$ cat src/rtl/sd_bd_dispatch_pkg.sv
// Shared definitions for the SD buffer-descriptor dispatch stage:
// FSM state encodings, error codes and default sizing.
package sd_bd_dispatch_pkg;

    localparam int BD_WIDTH_DEF  = 8;
    localparam int BD_SLOTS_DEF  = 8;
    localparam int TIMEOUT_W_DEF = 16;

    typedef enum logic [3:0] {
        ST_IDLE     = 4'd0,
        ST_FETCH    = 4'd1,
        ST_LATCH    = 4'd2,
        ST_CMD      = 4'd3,
        ST_WAIT_CMD = 4'd4,
        ST_DAT      = 4'd5,
        ST_WAIT_DAT = 4'd6,
        ST_DONE     = 4'd7,
        ST_ERROR    = 4'd8
    } state_t;

    typedef enum logic [1:0] {
        ERR_NONE = 2'b00,
        ERR_CMD  = 2'b01,
        ERR_DAT  = 2'b10,
        ERR_WDOG = 2'b11
    } err_code_t;

endpackage

$ cat src/rtl/sd_dispatch_wdog.sv
// Watchdog for the dispatch FSM wait states: counts while enabled, clears on
// request, flags expiry in the cycle the count reaches TIMEOUT.
module sd_dispatch_wdog #(
    parameter int                   TIMEOUT_W = 16,
    parameter logic [TIMEOUT_W-1:0] TIMEOUT   = '1
) (
    input  logic clk,
    input  logic rst,
    input  logic clear,
    input  logic enable,
    output logic expired
);

    // Expiry is flagged during the TIMEOUT-th enabled cycle so the FSM leaves on that edge.
    localparam logic [TIMEOUT_W-1:0] LAST = TIMEOUT - 1'b1;

    logic [TIMEOUT_W-1:0] count;

    // NOTE: sequential state is updated with non-blocking assignments only, so every
    // flop samples the pre-edge values regardless of process evaluation order.
    always_ff @(posedge clk) begin
        if (rst || clear) begin
            count <= '0;
        end else if (enable) begin
            count <= count + 1'b1;
        end
    end

    assign expired = enable && (count == LAST);

endmodule

$ cat src/rtl/sd_bd_dispatch.sv
// Descriptor consumer: pops one buffer descriptor, runs the SD command and the
// data/DMA transfer for it, then retires the slot with a single a_cmp pulse.
module sd_bd_dispatch
    import sd_bd_dispatch_pkg::*;
#(
    parameter int                   BD_WIDTH  = BD_WIDTH_DEF,
    parameter int                   BD_SLOTS  = BD_SLOTS_DEF,
    parameter int                   TIMEOUT_W = TIMEOUT_W_DEF,
    parameter logic [TIMEOUT_W-1:0] TIMEOUT   = 16'hFFFF
) (
    input  logic                clk,
    input  logic                rst,
    input  logic                en,
    input  logic [BD_WIDTH-1:0] free_bd,
    output logic                re_s,
    input  logic                ack_i_s,
    input  logic [31:0]         dat_in_s,
    input  logic [31:0]         arg_in_s,
    output logic                a_cmp,
    output logic                cmd_start,
    output logic [31:0]         cmd_arg,
    input  logic                cmd_done,
    input  logic                cmd_err,
    output logic                dat_start,
    output logic [31:0]         dma_addr,
    input  logic                dat_done,
    input  logic                dat_err,
    output logic                busy,
    output logic                err,
    output logic [1:0]          err_code
);

    localparam logic [BD_WIDTH-1:0] SLOTS = BD_WIDTH'(BD_SLOTS);

    state_t    state, state_next;
    err_code_t code_next, code_q;
    logic      err_entry_q;
    logic      pending;
    logic      wdog_clear, wdog_enable, wdog_expired;

    // A free count above the slot total means nothing is queued, never a wrapped pending count.
    assign pending = (free_bd < SLOTS);

    assign wdog_enable = (state == ST_LATCH) || (state == ST_WAIT_CMD) || (state == ST_WAIT_DAT);
    assign wdog_clear  = (state_next != state);

    sd_dispatch_wdog #(
        .TIMEOUT_W (TIMEOUT_W),
        .TIMEOUT   (TIMEOUT)
    ) u_wdog (
        .clk     (clk),
        .rst     (rst),
        .clear   (wdog_clear),
        .enable  (wdog_enable),
        .expired (wdog_expired)
    );

    // NOTE: every signal written here gets a default first, so no path can leave it
    // unassigned and infer a latch.
    always_comb begin
        state_next = state;
        code_next  = ERR_NONE;
        case (state)
            ST_IDLE:     if (en && !err && pending) state_next = ST_FETCH;
            ST_FETCH:    state_next = ST_LATCH;
            ST_LATCH: begin
                if (ack_i_s) begin
                    state_next = ST_CMD;
                end else if (wdog_expired) begin
                    state_next = ST_ERROR;
                    code_next  = ERR_WDOG;
                end
            end
            ST_CMD:      state_next = ST_WAIT_CMD;
            ST_WAIT_CMD: begin
                if (cmd_done) begin
                    state_next = cmd_err ? ST_ERROR : ST_DAT;
                    code_next  = cmd_err ? ERR_CMD : ERR_NONE;
                end else if (wdog_expired) begin
                    state_next = ST_ERROR;
                    code_next  = ERR_WDOG;
                end
            end
            ST_DAT:      state_next = ST_WAIT_DAT;
            ST_WAIT_DAT: begin
                if (dat_done) begin
                    state_next = dat_err ? ST_ERROR : ST_DONE;
                    code_next  = dat_err ? ERR_DAT : ERR_NONE;
                end else if (wdog_expired) begin
                    state_next = ST_ERROR;
                    code_next  = ERR_WDOG;
                end
            end
            ST_DONE:     state_next = ST_IDLE;
            ST_ERROR:    if (!en) state_next = ST_IDLE;
            default:     state_next = ST_IDLE;
        endcase
    end

    always_ff @(posedge clk) begin
        if (rst) begin
            state       <= ST_IDLE;
            err_entry_q <= 1'b0;
            err         <= 1'b0;
            code_q      <= ERR_NONE;
            cmd_arg     <= '0;
            dma_addr    <= '0;
        end else begin
            state       <= state_next;
            err_entry_q <= (state_next == ST_ERROR) && (state != ST_ERROR);
            if ((state_next == ST_ERROR) && (state != ST_ERROR)) begin
                err    <= 1'b1;
                code_q <= code_next;
            end else if ((state == ST_ERROR) && (state_next == ST_IDLE)) begin
                err    <= 1'b0;
                code_q <= ERR_NONE;
            end
            if ((state == ST_LATCH) && ack_i_s) begin
                dma_addr <= dat_in_s;
                cmd_arg  <= arg_in_s;
            end
        end
    end

    // The error path retires the slot too, so the FIFO never stalls on a failed descriptor.
    assign a_cmp     = (state == ST_DONE) || err_entry_q;
    assign re_s      = (state == ST_FETCH);
    assign cmd_start = (state == ST_CMD);
    assign dat_start = (state == ST_DAT);
    assign busy      = (state != ST_IDLE);
    assign err_code  = code_q;

endmodule

$ cat config.mk
export PLATFORM = sky130hd
export DESIGN_NAME = sd_bd_dispatch
export DESIGN_NICKNAME = d
export VERILOG_FILES = /design/src/rtl/sd_bd_dispatch_pkg.sv /design/src/rtl/sd_dispatch_wdog.sv /design/src/rtl/sd_bd_dispatch.sv
export SDC_FILE = /design/constraint.sdc
export NUM_CORES = 1
export LEC_CHECK = 0
export ABC_CLOCK_PERIOD_IN_PS = 2650
export BUFFER_PORTS_ARGS = -buffer_cell sky130_fd_sc_hd__buf_2
export CAP_MARGIN = 20
export CORE_AREA = 2 2 78 155
export CTS_CLUSTER_SIZE = 16
export DETAILED_ROUTE_END_ITERATION = 10
export DIE_AREA = 0 0 80 157
export PLACE_DENSITY_LB_ADDON = 0.12
export SLEW_MARGIN = 5
export SYNTH_ARGS = -nofsm -noshare
export SYNTH_HDL_FRONTEND = slang
export SYNTH_SLANG_ARGS = --single-unit
export TNS_END_PERCENT = 30
$ cat constraint.sdc
create_clock -name clk -period 2.65 [get_ports clk]
set_input_delay 0.1325 -clock clk [delete_from_list [all_inputs] [get_ports clk]]
set_output_delay 0.1325 -clock clk [all_outputs]
set_load 0.05 [all_outputs]
==> metrics.yaml, run 1 <==
total_power_mw: 2.759
cts_setup_buffers: 0
tightest_slew_ns: 0.7759
fp.dieArea_um2: 12560
grt_pass1_vias: 3086
viasPerCell: 4.727
hold_class: "primary input to register"
crit_required_ns: 2.87
p_per_area_nw_per_um2: 589.7
clockBufferDepth: 2
clkLatencyLatePin_ns: 0.33
initialDrtViolationCount: 135
status: "finished, final reports clean"
nNetsFinal: 665
cp-end-kind: "register"
netlist_instances: 448
grtUsageTotal: 0.1607
clock.fmax_ghz: 0.4746
syn_nets: 530
tritoncts: "built"
wl_um: 10400
post-synth-top-count-cell: "nand2_1"
globalRouteMet3Util: 0.02638
timing.final.hold_violations: 0
dieWidth_um: 80
path_cells: "nand2b_1, nor4_1, a211oi_1, o211ai_4, buf_4, nor2_1"
crit_buf_inv: 1
yosysSeqAreaShare: 0.4928
area_growth_pct: 30.87
drv_cap: 0
layout.cells.non_filler: 730
synthesis.area_um2: 3575
postCtsHoldBufs: 0
rsz0062_at_grt: "false"
cts-buffers-inserted: 9
antenna_found_initial: 0
core_area_um2: 11290
grt_max_degree: 73
grt_pass1_wl_um: 15590
rows: 55
path_class: "register to register"
period_share: 0.7951
n_antenna_cell: 0
synth-edff-count: 0
worst_setup_path_start_kind: "register"
ant_nets: 0
synthArstFlopShare: 0
synth_top_area_frac: 0.4928
finalSetupTns_ns: 0
ir_drop_mv: 0.2952
hp-start: "dat_in_s[31]"
setup_viol: 0
cts_root_buf: "clkbuf_16"
critical_path.startpoint: "state[2]"
dr.pass1.iters: 4
ys_warn_count: 0
route.detailed.drc: 0
clock-sinks: 88
ys.flop_type: "dfxtp_1"
post-route-min-period_ns: 2.107
use_met2: 0.2909
port_buffers: 148
gp_congestion: 0.8699
arrival_ns: 2.32
drive_above_1_share: 0.3214
met1_usage: 0.1759
cp_max_fo: 14
ys_ff_latch: 88
initial_utilization: 0.3167
hpwl_um: 7521
grt-ovfl-total: 0
slew_violations: 0
avgSynthCellArea_um2: 7.979
synth_area_leaders: "dfxtp_1 49%, nand2_1 15%, a21oi_1 9.9%, nor2_1 2.2%, xnor2_1 2.0%"
vias: 3451
dieHeight_um: 157
ios: 152
grt.busiest_layer: "met2"
crit_family: "simple AND/OR/NAND/NOR gates"
synth_area_leader_cell: "dfxtp_1"
r2r_start: "state[2]"
detail_route.wl_per_cell_um: 14.25
cts_resized: 0
cpMaxStageDelayCell: "dfxtp_1"
dp_cells: 714
synth_common_cells: "141 x nand2_1, 88 x dfxtp_1, 71 x a21oi_1"
clk_pin_slew_worst_paths_ns: 0.07
p_leak_nw: 1.963
htreeDepth: 3
fin_skew_ns: 0.005047
cpPeakStageDelay_ns: 0.63
yosys.cell_types.count: 42
slew_headroom: 0.4827
==> registers in the layout, summed over array words and instances (netlist names) <==
name,flops
dma_addr,32
err_code,2
cmd_arg,32
err_entry_q,1
u_wdog.count,16
err,1
state,4
==> worst min-delay path: cells and delay by family <==
kind,cells,cell delay (ns)
buffers and inverters,1,0.09
AO/OA/AOI/OAI,1,0.05
AND/OR/NAND/NOR,1,0.04
==> layout by cell type, fill, tap and decap left out, types with 2 or more instances in the layout <==
master	instances
and3_1	5
xor2_1	7
a31oi_1	3
nor4_1	2
nand3b_1	2
nor2_1	21
o21a_1	2
nand4_1	8
dfxtp_1	88
a211oi_1	2
inv_1	2
buf_4	4
nor2_2	10
nand3_1	11
nor2b_1	4
nand2b_1	2
clkinv_4	2
ha_1	2
xnor2_1	8
nand2_1	141
a21oi_1	71
clkbuf_16	9
clkinvlp_4	3
buf_2	148
nor3b_1	2
nor3_1	8
and3_2	2
==> power by group <==
group | leakage, nW | switching (mW) | internal (mW)
clock network | 0.131 | 0.523 | 0.662
registers | 0.709 | 0.0124 | 1.34
logic | 1.12 | 0.145 | 0.0776
==> cell type report <==
class,instances,area (µm²)
Tap cell,142,177.7
Inverter,2,7.507
Multi-Input combinational cell,329,1657
Fill cell,1227,6608
Clock buffer,10,239.0
Timing Repair Buffer,153,790.8
Clock inverter,6,45.04
Sequential cell,88,1762
==> stage by stage <==
step	util	worst slack (ns)	hold slack, ns	instance area, µm²
4_1_cts	0.4145	0.5666	0.01623	4678
3_3_place_gp	0.3894	0.6037	0.3747	4394
5_1_grt	0.4145	0.4084	0.02583	4678
2_1_floorplan	-	0.7209	0.2685	3575
3_5_place_dp	0.3894	0.5833	0.3797	4394
6_report	0.4145	0.5430	0.03158	4678
==> per-layer routing <==
| metal | vias up | share of wire |
|---|---|---|
| met5 | - | 0 |
| met4 | 0 | 0.031 |
| met3 | 21 | 0.051 |
| met2 | 116 | 0.53 |
| met1 | 1561 | 0.39 |
| li1 | 1753 | - |
==> final timing paths <==
kind | cells past startpoint | slack (ns) | end
min reg2reg | 2 | 0.45 | cmd_arg[27]
max | 6 | 0.54 | u_wdog.count[15]
max reg2reg | 6 | 0.54 | u_wdog.count[15]
min | 3 | 0.03 | dma_addr[31]
==> logic make-up after synthesis <==
logic type	synth area share
buffers and inverters	0.04550
multiplexers	0.003150
XOR/XNOR	0.03675
adder cells (fa/ha/maj)	0.006999
AND/OR/NAND/NOR	0.2874
flip-flops	0.4928
AO/OA/AOI/OAI	0.1274
Note: power is estimated with default switching activity, not from simulation.
==> run 2: changes to the inputs <==
- ABC_CLOCK_PERIOD_IN_PS: 2650 -> 1700
- clock period: 2.65 -> 1.7 ns (I/O delays scaled with it)
==> run 2 against run 1 <==
The run now ends with setup timing left. First-iteration DRC count down 16%. Count of clock-buffer cells in the layout down 1. Clock skew up 0.00089 ns. Register-to-register slack worse by 0.55 ns. Highest routed layer unchanged.
==> metrics.yaml, run 2 (same netlist as run 1, synthesis figures left out) <==
status: "finished, violations left"  # was finished, final reports clean
violations: "setup timing"
p_switching_mw: 1.134  # was 0.6805 mW
wl_um: 12040  # was 10400 µm
arrival_ns: 1.93  # was 2.32 ns
cp-end-kind: "register"  # unchanged
crit_family: "simple AND/OR/NAND/NOR gates"  # unchanged
clockBufferDepth: 2  # unchanged
p_int_mw: 3.347  # was 2.078 mW
ant_nets: 0  # unchanged
hold_class: "primary input to register"  # unchanged
layout.cells.non_filler: 841  # was 730
grt-ovfl-total: 0  # unchanged
grt_pass1_vias: 3826  # was 3086
cpPeakStageDelay_ns: 0.37  # was 0.63 ns
viasPerCell: 4.678  # was 4.727
cts-buffers-inserted: 9  # unchanged
holdPathEnd: "dma_addr[12]"  # was dma_addr[31]
worst_setup_path_start_kind: "register"  # unchanged
nNetsFinal: 776  # was 665
fin_skew_ns: 0.005934  # was 0.005047 ns
crit_buf_inv: 3  # was 1
detail_route.wl_per_cell_um: 14.32  # was 14.25 µm
clock.fmax_ghz: 0.5873  # was 0.4746 GHz
htreeDepth: 3  # unchanged
gp_congestion: 0.8942  # was 0.8699
dieHeight_um: 157  # unchanged
dr.pass1.iters: 4  # unchanged
switching_share: 0.2531  # was 0.2467
rows: 55  # unchanged
seqPwrFrac: 0.468  # was 0.490
port_buffers: 148  # unchanged
clock-sinks: 88  # unchanged
tightest_slew_ns: 0.7683  # was 0.7759 ns
initial_utilization: 0.3167  # unchanged
path_class: "register to register"  # unchanged
clkLatencyLatePin_ns: 0.33  # about the same
drv_cap: 0  # unchanged
cts_root_buf: "clkbuf_16"  # unchanged
ios: 152  # unchanged
route.detailed.drc: 0  # unchanged
combPwrFrac: 0.120  # was 0.081
grt_max_degree: 73  # unchanged
initialDrtViolationCount: 113  # was 135
rsz0062_at_grt: "true"  # was false
fp.dieArea_um2: 12560  # unchanged
ir_drop_mv: 0.4807  # was 0.2952 mV
path_common_cell: "buf_4"
setup_viol: 4  # was 0
dp_cells: 753  # was 714
grtUsageTotal: 0.1779  # was 0.1607
n_antenna_cell: 0  # unchanged
tritoncts: "built"  # unchanged
finalSetupTns_ns: -0.006021  # was 0 ns
core_area_um2: 11290  # unchanged
worstReg2RegEnd: "u_wdog.count[0]"  # was u_wdog.count[15]
cpMaxStageDelayCell: "dfxtp_4"  # was dfxtp_1
place_ws_ns: -0.1222  # was 0.5833 ns
drive_above_1_share: 0.3791  # was 0.3214
ff2ff_path_depth: 8  # was 6
placed_cell_area_um2: 4721  # was 4394 µm²
area_growth_pct: 64.16  # was 30.87%
design_area_um2: 5868  # was 4678 µm²
p_per_area_nw_per_um2: 763.6  # was 589.7 nW/µm²
dieWidth_um: 80  # unchanged
fin_util: 0.5200  # was 0.4145
top_regs: "cmd_arg (32), dma_addr (32), u_wdog.count (16)"  # unchanged
crit_required_ns: 1.93  # was 2.87 ns
rrSetupSlack_ns: -0.003  # was 0.54 ns
period_share: 1.002  # was 0.7951
clk_pin_slew_worst_paths_ns: 0.06  # was 0.07 ns
p_leak_nw: 2.547  # was 1.963 nW
hp-start: "dat_in_s[12]"  # was dat_in_s[31]
hpwl_um: 8180  # was 7521 µm
slew_headroom: 0.4878  # was 0.4827
vias: 3934  # was 3451
finalWorstSetupSlack_ns: -0.002716  # was 0.5430 ns
slew_violations: 0  # unchanged
r2r_start: "state[1]"  # was state[2]
clockPowerShare: 0.412  # was 0.429
grt_pass1_wl_um: 17490  # was 15590 µm
antenna_found_initial: 0  # unchanged
timing.final.hold_violations: 0  # unchanged
cp_max_fo: 8  # was 14
final_cell_mix: "146 x buf_2, 141 x nand2_1, 74 x dfxtp_1"  # was 148 x buf_2, 141 x nand2_1, 88 x dfxtp_1
post-route-min-period_ns: 1.703  # was 2.107 ns
path_cells: "buf_4, nor4b_2, buf_4, nand3_1, and3_4, o211ai_4, clkbuf_16, nor2_1"  # was nand2b_1, nor4_1, a211oi_1, o211ai_4, buf_4, nor2_1
whs_path_depth: 3  # unchanged
mostFrequentLayoutCell: "buf_2"  # unchanged
-- run 2: power by group through the flow --
| stage | sequential, mW | combinational (mW) | clock [mW] |
|---|---|---|---|
| 2_1_floorplan | 2.22 | 0.138 | 0 |
| 3_3_place_gp | 2.15 | 0.381 | 0 |
| 3_5_place_dp | 2.15 | 0.382 | 0 |
| 4_1_cts | 2.10 | 0.499 | 1.91 |
| 5_1_grt | 2.10 | 0.572 | 1.98 |
| 6_report | 2.10 | 0.536 | 1.85 |
-- run 2: worst reg2reg max path, stage by stage, from the launching register on --
cell and delay, ns:
dfxtp_4 0.37, buf_4 0.15, nor4b_2 0.26, buf_4 0.15
nand3_1 0.08, and3_4 0.21, o211ai_4 0.11, clkbuf_16 0.22
nor2_1 0.05
-- run 2: layout make-up --
cell class / instances / area, µm²
Fill cell: 1089 / 5418
Sequential cell: 88 / 1787
Multi-Input combinational cell: 329 / 1745
Tap cell: 142 / 177.7
Inverter: 2 / 7.507
Timing Repair Buffer: 264 / 1871
Clock buffer: 9 / 225.2
Clock inverter: 7 / 55.05
-- run 2: per-stage QoR --
stage               hold slack, ns  power, mW
floorplan                   0.2210      2.359
global placement            0.3248      2.530
detailed placement          0.3314      2.532
CTS                       0.001455      4.509
global route              0.003032      4.650
finish                     0.01041      4.481
-- run 2: layer usage --
layer	GRT usage	vias to the layer above	part of all wire
li1	-	1982	-
met1	0.1647	1815	0.36
met2	0.3520	111	0.56
met3	0.03326	26	0.045
met4	0.09040	0	0.031
met5	0	-	0
-- run 2: how the worst max path moves through the flow --
stage | from | endpoint | slack (ns) | depth (start not counted)
floorplan | u_wdog.count[3] | u_wdog.count[5] | 0.004 | 6
global placement | state[0] | u_wdog.count[1] | -0.13 | 6
detailed placement | state[1] | u_wdog.count[1] | -0.12 | 6
CTS | state[3] | u_wdog.count[1] | 0.004 | 7
global route | u_wdog.count[1] | u_wdog.count[6] | -0.05 | 6
finish | state[1] | u_wdog.count[0] | -0.003 | 8
-- run 2: timing repair --
action	in CTS	in global routing
pin swaps	1	6
gates resized for setup	10	27
hold endpoints to repair	62	0
endpoints found under the setup margin	85	85
cloned	0	3
hold buffers	62	0
setup buffers	0	7
